File: config.mk
export PLATFORM = sky130hd
export DESIGN_NAME = quant_stream
export DESIGN_NICKNAME = d
export VERILOG_FILES = /design/src/rtl/quant_stream.sv
export SDC_FILE = /design/constraint.sdc
export NUM_CORES = 1
export LEC_CHECK = 0
export BUFFER_PORTS_ARGS = -buffer_cell sky130_fd_sc_hd__buf_2
export CELL_PAD_IN_SITES_DETAIL_PLACEMENT = 1
export CELL_PAD_IN_SITES_GLOBAL_PLACEMENT = 1
export CORE_ASPECT_RATIO = 0.9
export CORE_UTILIZATION = 34
export CTS_CLUSTER_DIAMETER = 120
export DETAILED_ROUTE_END_ITERATION = 10
export PLACE_DENSITY_LB_ADDON = 0.05
export SLEW_MARGIN = 10
export SYNTH_ARGS = -nofsm -noshare
export SYNTH_HDL_FRONTEND = slang
export SYNTH_SLANG_ARGS = --single-unit
File: constraint.sdc
create_clock -name clk -period 14.1 [get_ports clk]
set_input_delay 2.82 -clock clk [delete_from_list [all_inputs] [get_ports clk]]
set_output_delay 2.82 -clock clk [all_outputs]
set_load 0.01 [all_outputs]
File: src/rtl/quant_stream.sv
// rtl/quant_stream.sv - two-stage lane-parallel round/shift/saturate quantizer with saturation statistics
//
// Ports:
//   clk, rst                     rising-edge clock, synchronous active-high reset
//   in_valid / in_ready          input beat handshake; in_ready is the pipeline advance
//   in_data [LANES*IN_W]         packed signed samples, lane i at [i*IN_W +: IN_W]
//   in_shift [5], in_mode [2]    right-shift amount and output mode, captured with the beat
//   out_valid / out_ready        output beat handshake
//   out_data [LANES*OUT_W]       packed signed results, same lane order as in_data
//   out_sat [LANES]              per-lane clamp flag for the current output beat
//   clr_stats                    synchronous clear of sat_cnt
//   sat_cnt [CNT_W]              sticky-at-max count of saturated lanes over handshakes

module quant_stream #(
  parameter int IN_W  = 16,
  parameter int OUT_W = 8,
  parameter int LANES = 4,
  parameter int CNT_W = 16
) (
  input  logic                   clk,
  input  logic                   rst,
  input  logic                   in_valid,
  output logic                   in_ready,
  input  logic [LANES*IN_W-1:0]  in_data,
  input  logic [4:0]             in_shift,
  input  logic [1:0]             in_mode,
  output logic                   out_valid,
  input  logic                   out_ready,
  output logic [LANES*OUT_W-1:0] out_data,
  output logic [LANES-1:0]       out_sat,
  input  logic                   clr_stats,
  output logic [CNT_W-1:0]       sat_cnt
);

  // Two guard bits: rounding bias of at most 2^(IN_W-1) can never overflow.
  localparam int W2    = IN_W + 2;
  localparam int SH_W  = 6;
  localparam int POP_W = $clog2(LANES + 1);
  localparam int SUM_W = CNT_W + POP_W;

  localparam logic [1:0] MODE_INT   = 2'd0;
  localparam logic [1:0] MODE_INT4  = 2'd1;
  localparam logic [1:0] MODE_BIN   = 2'd2;

  localparam logic signed [W2-1:0] M0_HI = W2'(2 ** (OUT_W - 1) - 1);
  localparam logic signed [W2-1:0] M0_LO = W2'(-(2 ** (OUT_W - 1)));
  localparam logic signed [W2-1:0] M1_HI = W2'(7);
  localparam logic signed [W2-1:0] M1_LO = W2'(-8);
  localparam logic [CNT_W-1:0]     CNT_MAX = '1;

  // Stage 1: rounded (not yet shifted) value per lane plus captured controls.
  logic                   s1_valid_q, s1_valid_d;
  logic [SH_W-1:0]        s1_shift_q, s1_shift_d;
  logic [1:0]             s1_mode_q,  s1_mode_d;
  logic [LANES-1:0]       s1_neg_q,   s1_neg_d;
  logic signed [W2-1:0]   s1_val_q [LANES];
  logic signed [W2-1:0]   s1_val_d [LANES];

  // Stage 2: the output registers.
  logic                   out_valid_q, out_valid_d;
  logic [LANES*OUT_W-1:0] out_data_q,  out_data_d;
  logic [LANES-1:0]       out_sat_q,   out_sat_d;
  logic [CNT_W-1:0]       sat_cnt_q,   sat_cnt_d;

  logic                   adv;
  logic [SH_W-1:0]        shift_eff;
  logic [IN_W-1:0]        x_raw;
  logic signed [W2-1:0]   x_ext;
  logic signed [W2-1:0]   bias;
  logic signed [W2-1:0]   shifted;
  logic signed [W2-1:0]   clamped;
  logic                   lane_sat;
  logic [POP_W-1:0]       pop;
  logic [SUM_W-1:0]       sum;

  // The whole pipeline moves together; a stalled output freezes every stage.
  assign adv      = !out_valid_q || out_ready;
  assign in_ready = adv;

  always_comb begin
    s1_valid_d = s1_valid_q;
    s1_shift_d = s1_shift_q;
    s1_mode_d  = s1_mode_q;
    s1_neg_d   = s1_neg_q;
    s1_val_d   = s1_val_q;
    x_raw      = '0;
    x_ext      = '0;
    bias       = '0;

    // Shifts beyond the sample width all behave like a full-width shift.
    shift_eff = ({1'b0, in_shift} > SH_W'(IN_W)) ? SH_W'(IN_W) : {1'b0, in_shift};

    if (adv) begin
      s1_valid_d = in_valid;
      s1_shift_d = shift_eff;
      s1_mode_d  = in_mode;
      for (int i = 0; i < LANES; i++) begin
        x_raw       = in_data[i*IN_W +: IN_W];
        x_ext       = {{2{x_raw[IN_W-1]}}, x_raw};
        bias        = (shift_eff == '0) ? '0 : (W2'(1) <<< (shift_eff - SH_W'(1)));
        // Half away from zero: bias toward the sign before the floor shift.
        s1_val_d[i] = x_raw[IN_W-1] ? (x_ext - bias) : (x_ext + bias);
        s1_neg_d[i] = x_raw[IN_W-1];
      end
    end
  end

  always_comb begin
    out_valid_d = out_valid_q;
    out_data_d  = out_data_q;
    out_sat_d   = out_sat_q;
    shifted     = '0;
    clamped     = '0;
    lane_sat    = 1'b0;

    if (adv) begin
      out_valid_d = s1_valid_q;
      for (int i = 0; i < LANES; i++) begin
        shifted  = s1_val_q[i] >>> s1_shift_q;
        clamped  = shifted;
        lane_sat = 1'b0;
        case (s1_mode_q)
          MODE_INT: begin
            if (shifted > M0_HI) begin
              clamped  = M0_HI;
              lane_sat = 1'b1;
            end else if (shifted < M0_LO) begin
              clamped  = M0_LO;
              lane_sat = 1'b1;
            end
          end
          MODE_INT4: begin
            if (shifted > M1_HI) begin
              clamped  = M1_HI;
              lane_sat = 1'b1;
            end else if (shifted < M1_LO) begin
              clamped  = M1_LO;
              lane_sat = 1'b1;
            end
          end
          // Binary mode looks at the raw sign, not the rounded value.
          MODE_BIN: clamped = s1_neg_q[i] ? '0 : W2'(1);
          // Bypass: plain truncation to OUT_W bits.
          default: clamped = shifted;
        endcase
        out_data_d[i*OUT_W +: OUT_W] = clamped[OUT_W-1:0];
        out_sat_d[i]                 = lane_sat;
      end
    end
  end

  always_comb begin
    pop = '0;
    for (int i = 0; i < LANES; i++) begin
      pop = pop + POP_W'(out_sat_q[i]);
    end
    sum       = SUM_W'(sat_cnt_q) + SUM_W'(pop);
    sat_cnt_d = sat_cnt_q;
    if (clr_stats) begin
      sat_cnt_d = '0;
    end else if (out_valid_q && out_ready) begin
      sat_cnt_d = (sum > SUM_W'(CNT_MAX)) ? CNT_MAX : sum[CNT_W-1:0];
    end
  end

  always_ff @(posedge clk) begin
    if (rst) begin
      s1_valid_q  <= 1'b0;
      s1_shift_q  <= '0;
      s1_mode_q   <= '0;
      s1_neg_q    <= '0;
      s1_val_q    <= '{default: '0};
      out_valid_q <= 1'b0;
      out_data_q  <= '0;
      out_sat_q   <= '0;
      sat_cnt_q   <= '0;
    end else begin
      s1_valid_q  <= s1_valid_d;
      s1_shift_q  <= s1_shift_d;
      s1_mode_q   <= s1_mode_d;
      s1_neg_q    <= s1_neg_d;
      s1_val_q    <= s1_val_d;
      out_valid_q <= out_valid_d;
      out_data_q  <= out_data_d;
      out_sat_q   <= out_sat_d;
      sat_cnt_q   <= sat_cnt_d;
    end
  end

  assign out_valid = out_valid_q;
  assign out_data  = out_data_q;
  assign out_sat   = out_sat_q;
  assign sat_cnt   = sat_cnt_q;

endmodule
# --- Yosys cells after proc, flatten, opt, wreduce, memory -nomap -nowiden ---
# Index checks and enable logic that the tools add are counted.
word_totals:
  ff_bits: 138
  input_bits: 76
  wordCells: 107
op_classes:
  n_addsub: 13
  magnitude_cmp: 18
  eq_ne: 2
  shift: 5
  n_mux: 51
  reduce_logical: 6
op_table:
  columns: ["op", "count"]
  rows:
  - ["$mux W8", 16]
  - ["$pmux W8 S3", 4]
  - ["$mux W18", 5]
  - ["$add A16 B18 Y18", 4]
  - ["$gt A18 B4 Y1 const B", 4]
  - ["$gt A18 B8 Y1 const B", 4]
  - ["$lt A18 B4 Y1 const B", 4]
  - ["$lt A18 B8 Y1 const B", 4]
  - ["$sshr A18 B6 Y18", 4]
  - ["$sub A16 B18 Y18", 4]
  - ["$mux W1", 20]
  - ["$sshl A1 B6 Y18 const A", 1]
  - ["$add A16 B3 Y17", 1]
  - ["$gt A17 B16 Y1 const B", 1]
  - ["$mux W16", 1]
  - ["$pmux W1 S2", 4]
  - ["$logic_not A6 Y1", 1]
  - ["$sub A5 B1 Y6 const B", 1]
  - ["$gt A5 B5 Y1 const B", 1]
  - ["$mux W5", 1]
  - ["$add A2 B1 Y3", 1]
  - ["$add A3 B1 Y3", 1]
  - ["$add A1 B1 Y2", 1]
  - ["$eq A2 B1 Y1 const B", 1]
  - ["other kinds (6)", 6]

# --- Depth between registers and ports, before layout ---
depth:
  word_depth: 7
  depth_mapped: 20

# --- Worst setup path before layout ---
# Ideal clock, no wire load.
synth_path:
  kind: "input to output"
  from: "input out_ready"
  to: "output in_ready"
  t_arrival_ns: 3.815
  slack_ns: 7.465
  cell_stages: 5
  n_path_buf: 3
  cell_sequence: "nor2b_1 clkbuf_1 clkinv_1 clkbuf_1 clkbuf_1"
synth_via:
  elab_chain_len: 1
synth_rtl:
  columns: ["element", "line", "source"]
  rows:
  - ["start: declaration", "28", "input logic out_ready,"]
  - ["$logic_or A1 B1 Y1", "77", "assign adv = !out_valid_q || out_ready;"]
  - ["end: declaration", "23", "output logic in_ready,"]
# No other way between the ends.

# --- Worst setup path in the final report ---
layout_path:
  from: "input in_shift[2]"
  to: "register s1_val_q[16] (netlist name)"
layout_via:
  elab_chain_len: 7
  elab_cells_between_ends: 9
layout_rtl:
  columns: ["element", "line", "source"]
  rows:
  - ["start: declaration", "25", "input logic [4:0] in_shift,"]
  - ["$gt A5 B5 Y1", "91", "shift_eff = ({1'b0, in_shift} > SH_W'(IN_W)) ? SH_W'(IN_W) : {1'b0, in_shift};"]
  - ["$mux W5 (*)", "91", null]
  - ["$sub A5 B1 Y6", "100", "bias = (shift_eff == '0) ? '0 : (W2'(1) <<< (shift_eff - SH_W'(1)));"]
  - ["$sshl A1 B6 Y18", "100", null]
  - ["$mux W18 (*)", "100", null]
  - ["$add A16 B18 Y18 / $sub A16 B18 Y18 (equally long branches)", "102", "s1_val_d[i] = x_raw[IN_W-1] ? (x_ext - bias) : (x_ext + bias);"]
  - ["$mux W18 (*)", "102", null]
  - ["end signal: assignment", "182", "s1_val_q <= s1_val_d;"]
  - ["end: declaration", "56", "logic signed [W2-1:0] s1_val_q [LANES];"]
# Mark *: on every way between the ends. The rest lies on a longest branch, timed or not.
# A chain may end at the register's enable or synchronous reset.

==> metrics.cfg <==
[pwr]
powerDensity_nw_per_um2=99.8
p_int_mw=0.933
peakVddDrop_uv=82.7
pwr-share-clk=0.297
leakage_nw=5.95
power.switching_mw=0.605
combPwrFrac=0.379
seqPwrFrac=0.324
total_power_mw=1.54
switching_share=0.394

[clock_tree]
post_cts_buffers=0
htreeDepth=4
cts.sinks=137
cts-root-buf=clkbuf_16
tritoncts=done
cts_buffers=17
clk_pin_slew_ps=60
cts_resized=0
cts-hold-fix-buffers=0
worstSkewPairLatency_ps=470
ctsLongestPathBuffers=2

[worst_setup_path]
worstPathCellList=buf_2, nor3_1, and3_1, inv_1, ha_1, nor2_1, and3_1, a22oi_1, mux2i_1, ha_1, a21o_1, a21oi_1, o31ai_1, a41o_1, o21a_1, o21ai_0, nor3b_1, o41ai_1
endpoint=s1_val_q[16]$_SDFFE_PP0P_
crit_path_start_kind=input pin
cp.depth=18
worst_setup_path_end_kind=register
r2r_end=out_data[0]$_SDFFE_PP0P_
crit_slowest_cell=ha_1
cp_top_family=compound AO/OA/AOI/OAI gates
regToRegStartpoint=s1_shift_q[0]$_SDFFE_PP0P_
cp.required_ps=14410
crit_type=in -> reg
crit_start=in_shift[2]
arrival_ps=7670
rrSetupSlack_ps=9560
critical-path-max-stage-delay_ps=570
cp_max_fo=39
critPathBufInv=2
worst_r2r_path_depth=9

[synthesis]
ys_seq_area_frac=0.195
yosys_register_bits=137
synth_edf_count=0
avgSynthCellArea_um2=7.71
ys_types=87
yosys.cell_count.top_type=nand2_1
yosys_warnings=0
synth_top_area_frac=0.195
syn_nets=1973
ys_async_sr_fraction=0
synthFlopType=dfxtp_1
synth_common_cells=nand2_1 (219), nor2_1 (186), a21oi_1 (159), dfxtp_1 (137), o21ai_0 (105)
synthCells=1828
synth_area_leader_cell=dfxtp_1
syn_area_um2=14100
synth_area_leaders=dfxtp_1 (19%), mux4_2 (9.1%), nand2_1 (5.8%)

[route]
wl_per_cell_um=24.1
drc=0
drt-total-wl_mm=57.7
drt-initial-drc-count=1045
vias=14700
dr.pass1.iters=4
viasPerCell=6.14
ant_nets=0

[final_layout]
post-route-util=0.379
synthToLayoutAreaGrowth_pct=9.38
antennaDiodeCount=0
nFillCells=5029
layout-drive-gt1-share=0.163
final_nets=1987

[global_routing]
grt_usage=0.274
grt_max_degree=80
first_global_vias=14600
grt_pass1_wl_mm=89.5
grt_antenna_before_repair=0
gr-total-overflow=0

[status]
status=complete, no violations

[timing]
fmax_ghz=0.136
rsz0062_at_grt=false
min_period_over_period=0.522
tightestPinTransition_ps=1220
fin_crit_ps=7360
setup_viol=0
fin_tns_setup_ps=0
relSlewSlack=0.188
fin_skew_ps=13.9
slew_viol_final=0
hold_violations=0

[worst_hold_path]
min_path_type=reg -> reg
hold_depth=2

[placement]
dp_hpwl_mm=43.3
port_buffers=129
gp_congestion=0.893

[floorplan]
start_util=0.346
die_x_um=217
dieArea_um2=42300
core-area_um2=40700
num_rows=70
die_h_um=195
ios=130

[job]
max_cap_viol_count=0

-- cell type report --
type | count | area, um^2 | share of cell area
clock buffers | 18 | 439 | 0.0285
clock inverters | 11 | 125 | 0.00812
inverters | 44 | 168 | 0.0109
multi-input cells | 1497 | 10500 | 0.680
flip-flops and latches | 137 | 2750 | 0.178
well taps | 540 | 676 | 0.0438
repair buffers | 145 | 768 | 0.0498
-- worst min-delay path by stage --
stage | endpoint | slack, ps | start
floorplan | s1_neg_q[2]$_SDFFE_PP0P_ | 430 | s1_neg_q[2]$_SDFFE_PP0P_
global placement | s1_neg_q[2]$_SDFFE_PP0P_ | 440 | s1_neg_q[2]$_SDFFE_PP0P_
detailed placement | s1_neg_q[2]$_SDFFE_PP0P_ | 450 | s1_neg_q[2]$_SDFFE_PP0P_
CTS | s1_neg_q[2]$_SDFFE_PP0P_ | 450 | s1_neg_q[2]$_SDFFE_PP0P_
global route | s1_valid_q$_SDFFE_PP0P_ | 480 | s1_valid_q$_SDFFE_PP0P_
finish | s1_neg_q[2]$_SDFFE_PP0P_ | 450 | s1_neg_q[2]$_SDFFE_PP0P_
-- flip-flops by register name, summed over array words and instances, names as in the netlist --
signal	count
out_data	32
s1_mode_q	2
s1_valid_q	1
s1_shift_q	5
out_valid	1
s1_neg_q	4
sat_cnt	16
out_sat	4
s1_val_q	72
-- routing by layer --
layer	global-route usage	routed length [um]
met5	0	0
met4	0.0545	582
met3	0.0391	2440
met2	0.448	27200
met1	0.383	27500
-- stage by stage --
| step | hold slack (ps) | worst slack [ps] | instances | area, um^2 |
|---|---|---|---|---|
| final | 451 | 6740 | 2392 | 15400 |
| after global routing | 478 | 6470 | 2392 | 15400 |
| after CTS | 455 | 6950 | 2392 | 15400 |
| after detailed placement | 446 | 6450 | 2363 | 14900 |
| after global placement | 438 | 6560 | 2363 | 14900 |
| after floorplan | 427 | 7470 | 1828 | 14100 |
-- layout by cell type (no fill, tap or decap), types with 42 or more instances in the layout --
cell type  synthesis  layout
o21ai_0          105     105
nor3_1            45      45
mux4_2            57      57
nor2_1           186     185
buf_2             14     128
dfxtp_1          137     134
mux2i_1           42      42
nand2_1          219     219
a21oi_1          159     159
a211oi_1          55      55
ha_1              62      62
-- logic make-up (layout without fill, tap and decap cells) --
family,Yosys count,in the layout,synth area share
AO/OA/AOI/OAI,613,613,0.290
XOR/XNOR,46,46,0.0286
adder cells (fa/ha/maj),69,69,0.0650
buffers and inverters,194,218,0.0619
flip-flops,137,137,0.195
multiplexers,135,135,0.151
AND/OR/NAND/NOR,634,634,0.209
-- worst reg2reg max path: cells and delay by family (launching register included) --
| family | cells | cell delay [ps] |
|---|---|---|
| AO/OA/AOI/OAI | 5 | 1510 |
| buffers and inverters | 2 | 1500 |
| flip-flops | 1 | 750 |
| multiplexers | 1 | 310 |
| AND/OR/NAND/NOR | 1 | 370 |
-- power by group through the flow --
| stage | sequential [mW] | combinational, mW | clock [mW] |
|---|---|---|---|
| final | 0.499 | 0.583 | 0.456 |
| after global routing | 0.507 | 0.636 | 0.481 |
| after CTS | 0.498 | 0.580 | 0.467 |
| after detailed placement | 0.507 | 0.577 | 0 |
| after global placement | 0.505 | 0.571 | 0 |
| after floorplan | 0.476 | 0.417 | 0 |
No activity file was read; power rests on OpenSTA's default activity.
